--- config.mk ---
export PLATFORM = sky130hd
export DESIGN_NAME = aes_host_ctrl
export DESIGN_NICKNAME = d
export VERILOG_FILES = /design/src/rtl/aes_host_pkg.sv /design/src/rtl/aes_host_ctrl.sv
export SDC_FILE = /design/constraint.sdc
export NUM_CORES = 1
export LEC_CHECK = 0
export CAP_MARGIN = 20
export CORE_MARGIN = 5
export CORE_UTILIZATION = 45
export DETAILED_ROUTE_END_ITERATION = 8
export PLACE_DENSITY = 0.76
export SLEW_MARGIN = 20
export SYNTH_ARGS = -nofsm -noshare
export SYNTH_HDL_FRONTEND = slang
export SYNTH_SLANG_ARGS = --single-unit
--- constraint.sdc ---
create_clock -name clk -period 14.3 [get_ports clk]
set_input_delay 2.145 -clock clk [delete_from_list [all_inputs] [get_ports clk]]
set_output_delay 2.145 -clock clk [all_outputs]
set_load 0.05 [all_outputs]
--- src/rtl/aes_host_pkg.sv ---
// Shared types and constants for the AES host-side controller.
// Holds the FSM state encoding and the load/readout word counts.
package aes_host_pkg;

    typedef enum logic [2:0] {
        IDLE,
        LOAD,
        WAIT_DONE,
        READ_REQ,
        READ,
        RESP
    } state_t;

    localparam int LOAD_CYCLES = 9;
    localparam int READ_WORDS  = 4;
    localparam int BLOCK_WORDS = 4;
    localparam int WORD_W      = 32;

    // LOAD cycles 0 and 1 both present P0; later cycles step through P1..K3.
    function automatic int load_word_index(input int load_cycle);
        return (load_cycle == 0) ? 0 : load_cycle - 1;
    endfunction

endpackage

--- src/rtl/aes_host_ctrl.sv ---
// Host-side controller for a word-serial AES core: loads plaintext and key,
// waits for done with a timeout, reads back the ciphertext, holds the response.
module aes_host_ctrl
    import aes_host_pkg::*;
#(
    parameter int TIMEOUT_CYCLES = 64,
    parameter int READ_LAT       = 1
) (
    input  logic         clk,
    input  logic         reset,
    input  logic         req_valid,
    output logic         req_ready,
    input  logic [127:0] plaintext,
    input  logic [127:0] key,
    output logic         resp_valid,
    input  logic         resp_ready,
    output logic [127:0] ciphertext,
    output logic         timeout_err,
    output logic         busy,
    output logic         core_start_n,
    output logic [31:0]  core_dword_in,
    input  logic         core_done,
    output logic         core_start_read_n,
    input  logic [31:0]  core_dword_out
);

    localparam int WCNT_MAX = (LOAD_CYCLES > READ_LAT + READ_WORDS) ? LOAD_CYCLES
                                                                     : READ_LAT + READ_WORDS;
    localparam int WCNT_W   = $clog2(WCNT_MAX + 1);
    localparam int TCNT_W   = $clog2(TIMEOUT_CYCLES + 1);

    localparam logic [WCNT_W-1:0] LOAD_LAST = WCNT_W'(LOAD_CYCLES - 1);
    localparam logic [WCNT_W-1:0] READ_SKIP = WCNT_W'(READ_LAT - 1);
    localparam logic [WCNT_W-1:0] READ_LAST = WCNT_W'(READ_LAT - 1 + READ_WORDS - 1);
    localparam logic [TCNT_W-1:0] TMO_LAST  = TCNT_W'(TIMEOUT_CYCLES - 1);

    state_t              state_reg, state_next;
    logic [WCNT_W-1:0]   word_cnt_reg, word_cnt_next;
    logic [TCNT_W-1:0]   tmo_cnt_reg, tmo_cnt_next;
    logic [127:0]        pt_reg, pt_next;
    logic [127:0]        key_reg, key_next;
    logic [127:0]        ct_reg, ct_next;
    logic                tmo_err_reg, tmo_err_next;
    logic                resp_valid_reg, resp_valid_next;
    logic                start_n_reg, start_n_next;
    logic                start_read_n_reg, start_read_n_next;
    logic [WORD_W-1:0]   dword_in_reg, dword_in_next;

    logic [2*BLOCK_WORDS*WORD_W-1:0] load_block;
    logic [WORD_W-1:0]               load_words [2*BLOCK_WORDS];
    logic [2:0]                      load_sel;

    // Word 0 of each operand sits in its top 32 bits.
    assign load_block = {pt_next, key_next};

    genvar gi;
    generate
        for (gi = 0; gi < 2 * BLOCK_WORDS; gi++) begin : g_load_words
            assign load_words[gi] = load_block[(2*BLOCK_WORDS-gi)*WORD_W-1 -: WORD_W];
        end
    endgenerate

    always_comb begin
        state_next    = state_reg;
        word_cnt_next = word_cnt_reg;
        tmo_cnt_next  = tmo_cnt_reg;
        pt_next       = pt_reg;
        key_next      = key_reg;
        ct_next       = ct_reg;
        tmo_err_next  = tmo_err_reg;

        case (state_reg)
            IDLE: begin
                if (req_valid) begin
                    pt_next       = plaintext;
                    key_next      = key;
                    word_cnt_next = '0;
                    tmo_err_next  = 1'b0;
                    state_next    = LOAD;
                end
            end
            LOAD: begin
                if (word_cnt_reg == LOAD_LAST) begin
                    tmo_cnt_next = '0;
                    state_next   = WAIT_DONE;
                end else begin
                    word_cnt_next = word_cnt_reg + WCNT_W'(1);
                end
            end
            WAIT_DONE: begin
                // done takes priority even in the last timeout cycle
                if (core_done) begin
                    state_next = READ_REQ;
                end else if (tmo_cnt_reg == TMO_LAST) begin
                    tmo_err_next = 1'b1;
                    ct_next      = '0;
                    state_next   = RESP;
                end else begin
                    tmo_cnt_next = tmo_cnt_reg + TCNT_W'(1);
                end
            end
            READ_REQ: begin
                word_cnt_next = '0;
                state_next    = READ;
            end
            READ: begin
                // Shift in so the first word read ends up in [127:96].
                if ((word_cnt_reg + WCNT_W'(1)) > READ_SKIP) begin
                    ct_next = {ct_reg[127-WORD_W:0], core_dword_out};
                end
                if (word_cnt_reg == READ_LAST) begin
                    state_next = RESP;
                end else begin
                    word_cnt_next = word_cnt_reg + WCNT_W'(1);
                end
            end
            RESP: begin
                if (resp_valid_reg && resp_ready) begin
                    state_next = IDLE;
                end
            end
            default: state_next = IDLE;
        endcase

        // Registered outputs are derived from the upcoming state so they line up with it.
        load_sel          = 3'(load_word_index(int'(word_cnt_next)));
        start_n_next      = !((state_next == LOAD) && (word_cnt_next == '0));
        start_read_n_next = (state_next != READ_REQ);
        dword_in_next     = (state_next == LOAD) ? load_words[load_sel] : '0;
        resp_valid_next   = (state_next == RESP);
    end

    always_ff @(posedge clk or posedge reset) begin
        if (reset) begin
            state_reg        <= IDLE;
            word_cnt_reg     <= '0;
            tmo_cnt_reg      <= '0;
            pt_reg           <= '0;
            key_reg          <= '0;
            ct_reg           <= '0;
            tmo_err_reg      <= 1'b0;
            resp_valid_reg   <= 1'b0;
            start_n_reg      <= 1'b1;
            start_read_n_reg <= 1'b1;
            dword_in_reg     <= '0;
        end else begin
            state_reg        <= state_next;
            word_cnt_reg     <= word_cnt_next;
            tmo_cnt_reg      <= tmo_cnt_next;
            pt_reg           <= pt_next;
            key_reg          <= key_next;
            ct_reg           <= ct_next;
            tmo_err_reg      <= tmo_err_next;
            resp_valid_reg   <= resp_valid_next;
            start_n_reg      <= start_n_next;
            start_read_n_reg <= start_read_n_next;
            dword_in_reg     <= dword_in_next;
        end
    end

    assign req_ready         = (state_reg == IDLE);
    assign busy              = (state_reg != IDLE);
    assign resp_valid        = resp_valid_reg;
    assign ciphertext        = ct_reg;
    assign timeout_err       = tmo_err_reg;
    assign core_start_n      = start_n_reg;
    assign core_start_read_n = start_read_n_reg;
    assign core_dword_in     = dword_in_reg;

endmodule

* Word-level counts from Yosys, hierarchy flattened
Cells that the tools add are included.
** Word-level totals
- Output and inout bits :: 166
- Bits of input ports :: 293
- Register bits :: 434
** Cells by class
- $add $sub $neg :: 3
- Order comparisons :: 2
- Bitwise logic cells :: 1
- Muxes and demuxes :: 32
- Equality and inequality tests :: 17
- Reductions and logical operators :: 13
** Operators with widths (count)
- $mux 128 :: 7
- $pmux 128 s2 :: 1
- $bmux 32 s3 :: 1
- $mux 32 :: 3
- $mux 3 :: 7
- $mux 7 :: 3
- $pmux 3 s6 :: 1
- $pmux 4 s4 :: 1
- $pmux 7 s2 :: 1
- $mux 4 :: 3
- $ne 2x2->1 const B :: 6
- $reduce_and 4->1 :: 3
- $eq 3x3->1 const B :: 3
- $logic_not 4->1 :: 2
- $add 7x1->7 const B :: 1
- $eq 7x6->1 const B :: 1
- $eq 3x1->1 const B :: 2
- $eq 3x2->1 const B :: 2
- $reduce_bool 2->1 :: 3
- $add 4x1->4 const B :: 1
- $eq 4x2->1 const B :: 1
- $eq 4x4->1 const B :: 1
- $ge 4x4->1 const B :: 1
- $gt 4x1->1 const B :: 1
- 9 further kinds :: 12

* Logic depth before layout (Yosys ltp)
- Depth after elaboration :: 10
- Gate-level depth with buffers :: 20
- Depth with buffers taken out :: 15

* Least setup slack after synthesis
No wires, ideal clock.
- Kind :: input to register
- Start point :: input port req_valid
- End point :: register dword_in_reg[22] (netlist: core_dword_in[22])
- Cell stages on the path :: 17
- Arrival time :: 4.780 ns
- Slack :: 9.430 ns
- Required time :: 14.210 ns
- Library setup time :: 0.090 ns
- Path through :: nand2b_1 a21oi_1 o211a_2 nor2_4 inv_2 buf_2 buf_1 ha_1 nand2_1 a211oi_1 a311oi_1 mux2i_1 nor2b_1 buf_4 buf_2 o2111ai_1 o221ai_1
** On the way
- Cells in the longest elaborated chain, start to end :: 9
- Elaborated cells between the ends (all ways) :: 17
** Ends and longest elaborated chain
- start: declaration :: line aes_host_ctrl.sv:11 : input logic req_valid,
- $mux 4 :: line aes_host_ctrl.sv:74 : if (req_valid) begin
- $pmux 4 s4 :: line aes_host_ctrl.sv:72 : case (state_reg)
- $sub 3x1->3 or $logic_not 4->1 (tied branches) :: line aes_host_pkg.sv:21 : return (load_cycle == 0) ? 0 : load_cycle - 1;
- $mux 3 :: line aes_host_pkg.sv:21
- $not 3->4 (not written as such) :: line aes_host_ctrl.sv:129 : dword_in_next = (state_next == LOAD) ? load_words[load_sel] : '0;
- $bmux 32 s3 :: line aes_host_ctrl.sv:129
- $mux 32 (not written as such) (2 in a row) :: line aes_host_ctrl.sv:129
- $mux 32 (*) :: line aes_host_ctrl.sv:129
- net dword_in_next[22] :: line aes_host_ctrl.sv:47 : logic [WORD_W-1:0] dword_in_reg, dword_in_next;
- end signal: assignment :: line aes_host_ctrl.sv:157 : dword_in_reg <= dword_in_next;
- end: declaration :: line aes_host_ctrl.sv:47
Mark *: on every way through the listed nets, which the timed path passes. The rest lies on a longest branch. The select of a mux whose other input is x is not followed.
A chain may end at the register's enable or synchronous reset.

* Worst setup path after layout
- Start point :: input port req_valid
- End point :: register dword_in_reg[13] (netlist: core_dword_in[13])
Same word-level chain as after synthesis.

==> flow_metrics.py <==
metrics = {
    "outcome": {
        "status": "finished, final reports clean",
    },
    "detailed_routing": {
        "dr.pass1.iters": 5,
        "drtIter0Drc": 1348,
        "drc": 0,
        "via_per_inst": 6.05,
        "wl_mm": 62.0,
        "num_vias": 15100,
        "wl_per_cell_um": 25.0,
        "ant_nets": 0,
    },
    "power_and_ir_drop": {
        "p_int_w": 0.00431,
        "cellPowerDensity_nw_per_um2": 310,
        "p_switching_w": 0.00363,
        "switching_share": 0.457,
        "p_comb_frac": 0.573,
        "power_frac_clock": 0.165,
        "total_power_w": 0.00794,
        "p_leak_nw": 10.5,
        "ir_drop_mv": 0.303,
        "power_frac_seq": 0.262,
    },
    "yosys": {
        "synth_enable_flop_cells": 0,
        "synth_ff_type": "dfrtp_1",
        "synth_top_area_frac": 0.566,
        "synth_cells": 1519,
        "ys_seq_area_frac": 0.568,
        "syn-num-nets": 1818,
        "yosys_warnings": 0,
        "async_flop_share": 1.00,
        "yosys.area.top_type": "dfrtp_1",
        "syn_area_um2": 19100,
        "ys_ff_latch": 434,
        "yosysUniqueCellTypes": 56,
        "syn_area_per_cell_um2": 12.6,
        "netlist_top_cells_area": "dfrtp_1, mux2_2, a22o_1",
    },
    "cts": {
        "h-tree-depth": 2,
        "cts_resized": 0,
        "max-clock-path-buffers": 3,
        "postCtsSetupBuffers": 0,
        "cts_tree": "built",
        "cts_buffers": 46,
        "cts_hold_buf": 0,
        "root_buffer": "clkbuf_16",
        "clock_sinks": 434,
        "insertion_delay_ns": 0.57,
        "clk_pin_slew_ns": 0.06,
    },
    "worst_setup_path": {
        "startpoint_type": "input pin",
        "max_stage_delay_ns": 0.88,
        "r2r_end": "core_dword_in[13]",
        "crit_chain": "clkdlybuf4s50_1 > nand2b_1 > a21oi_1 > o211a_4 > nor2_4 > clkinv_2 > ha_1 > nor2b_1 > a311oi_1 > mux2i_1 > nor2b_4 > buf_4 > a32oi_1 > o221ai_1",
        "crit_fanout": 65,
        "startpoint": "req_valid",
        "crit_type": "input pin to register",
        "rr_startpoint": "word_cnt_reg[0]",
        "crit_path_end_kind": "register",
        "crit_arrival_ns": 7.82,
        "rr_worst_depth": 14,
        "rrSetupSlack_ns": 7.65,
        "cp.required_ns": 14.76,
        "cp_slowest_cell": "nor2_4",
    },
    "timing": {
        "finalSetupViolCount": 0,
        "tns_ns": 0,
        "drv_slew": 0,
        "finalCritPeriodShare": 0.515,
        "finalClockSkew_ns": 0.0168,
        "worst_pin_slew_ns": 1.10,
        "min_period_ns": 7.37,
        "fmax_ghz": 0.136,
        "grt_setup_unrepaired": "no",
        "timing.final.hold_violations": 0,
        "timing.final.ws_setup_ns": 6.93,
        "slew_headroom": 0.264,
    },
    "global_route": {
        "track_usage": 0.256,
        "grt_pass1_wl_mm": 95.4,
        "grt_overflow": 0,
        "antenna_found_initial": 9,
        "first_global_vias": 15800,
        "grt_max_degree": 175,
    },
    "floorplan": {
        "die_h_um": 216,
        "core_area_um2": 41900,
        "rows": 75,
        "ios": 459,
        "die_x_um": 216,
        "start_util": 0.456,
        "dieArea_um2": 46700,
    },
    "layout": {
        "nNetsFinal": 2201,
        "areaGrowthSynthToFinish_pct": 34.3,
        "post_route_cells_drive_above_1_share": 0.188,
        "utilization": 0.612,
    },
    "place": {
        "pre_cts_ws_ns": 6.42,
        "gp_congestion": 0.889,
        "dp_hpwl_mm": 41.6,
        "io_buffers": 458,
    },
    "job": {
        "maxCapViolCount": 0,
    },
    "hold_path": {
        "min_path_type": "register to register",
        "min_to": "pt_reg[44]",
        "min_from": "pt_reg[44]",
        "whs_path_depth": 1,
    },
}
-- through the flow --
stage / hold WS, ns / std cells / instance area, µm²
final: 0.490 / 2486 / 25700
after global routing: 0.505 / 2485 / 25700
after CTS: 0.493 / 2478 / 25600
after detailed placement: 0.476 / 2393 / 23900
after global placement: 0.468 / 2393 / 23900
after floorplan: 0.455 / 1519 / 19100
-- how the worst max path moves through the flow --
stage,to,slack (ns),cells past startpoint
2_1_floorplan,ciphertext[0],0.07,1
3_3_place_gp,core_dword_in[14],6.64,14
3_5_place_dp,core_dword_in[11],6.42,14
4_1_cts,core_dword_in[11],7.00,14
5_1_grt,core_dword_in[15],6.60,14
6_report,core_dword_in[13],6.93,14
-- per-layer routing --
layer | part of all wire | vias to the layer above | GRT usage
met5 | 0.00021 | - | 0
met4 | 0.030 | 2 | 0.0808
met3 | 0.074 | 130 | 0.0550
met2 | 0.48 | 763 | 0.419
met1 | 0.41 | 7650 | 0.346
li1 | - | 6506 | -
-- placed cells by master, fill, tap and decap left out, types with 12 or more instances in the layout --
cell type and n:
clkdlybuf4s50_1 458, dfrtp_1 432, mux2_2 244, a22o_1 128, a21oi_1 69, nor3_1 65, o21ai_1 49, clkbuf_16 49
nor2_1 42, nand3_1 35, o221ai_1 33, or3_1 33, o2bb2ai_1 32, a32oi_1 32, nand3b_1 32, o2111ai_1 32
o21ai_0 22, buf_4 15, mux2_1 13, clkbuf_8 12
-- logic make-up after synthesis --
group                    count (synthesis)  synth area share
AO/OA/AOI/OAI                          414             0.163
XOR/XNOR                                 6           0.00275
adder cells (fa/ha/maj)                  6           0.00393
buffers and inverters                  152            0.0367
flip-flops                             434             0.568
multiplexers                           259             0.152
AND/OR/NAND/NOR                        248            0.0724
-- worst max-delay path: cells and delay by family --
kind / cells / cell delay (ns)
simple gates: 4 / 1.92
buf+inv: 3 / 1.72
fa+ha+maj: 1 / 0.51
mux: 1 / 0.32
compound gates: 5 / 1.05
-- layout make-up --
class                           instances  area (µm²)
Sequential cell                       434       10900
Antenna cell                            8        20.0
Inverter                               12        53.8
Multi-Input combinational cell        933        7630
Timing Repair Buffer                  475        4730
Fill cell                            3234       16300
Clock buffer                           66        1410
Tap cell                              539         674
Clock inverter                         19         277
-- power groups by stage --
stage / clock network, W / registers (W) / logic (W)
2_1_floorplan: 0 / 0.00264 / 0.00264
3_3_place_gp: 0 / 0.00207 / 0.00436
3_5_place_dp: 0 / 0.00209 / 0.00449
4_1_cts: 0.00133 / 0.00208 / 0.00453
5_1_grt: 0.00138 / 0.00214 / 0.00484
6_report: 0.00131 / 0.00208 / 0.00455
-- synth_stat cells, types with 6 or more instances --
library cell    n
nand2_1        10
or3_1          33
dfrtp_1       432
mux2_2        244
a21oi_1        70
ha_1            6
mux2_1         13
a32oi_1        32
o221ai_1       33
o2111ai_1      32
clkbuf_1       69
nand3_1        35
inv_1           9
buf_2          47
nand3b_1       32
nor2_1         43
o2bb2ai_1      32
o21ai_0        22
buf_4          19
nor3_1         65
o21ai_1        49
a22o_1        128
Power figures use the tool's default switching activity.
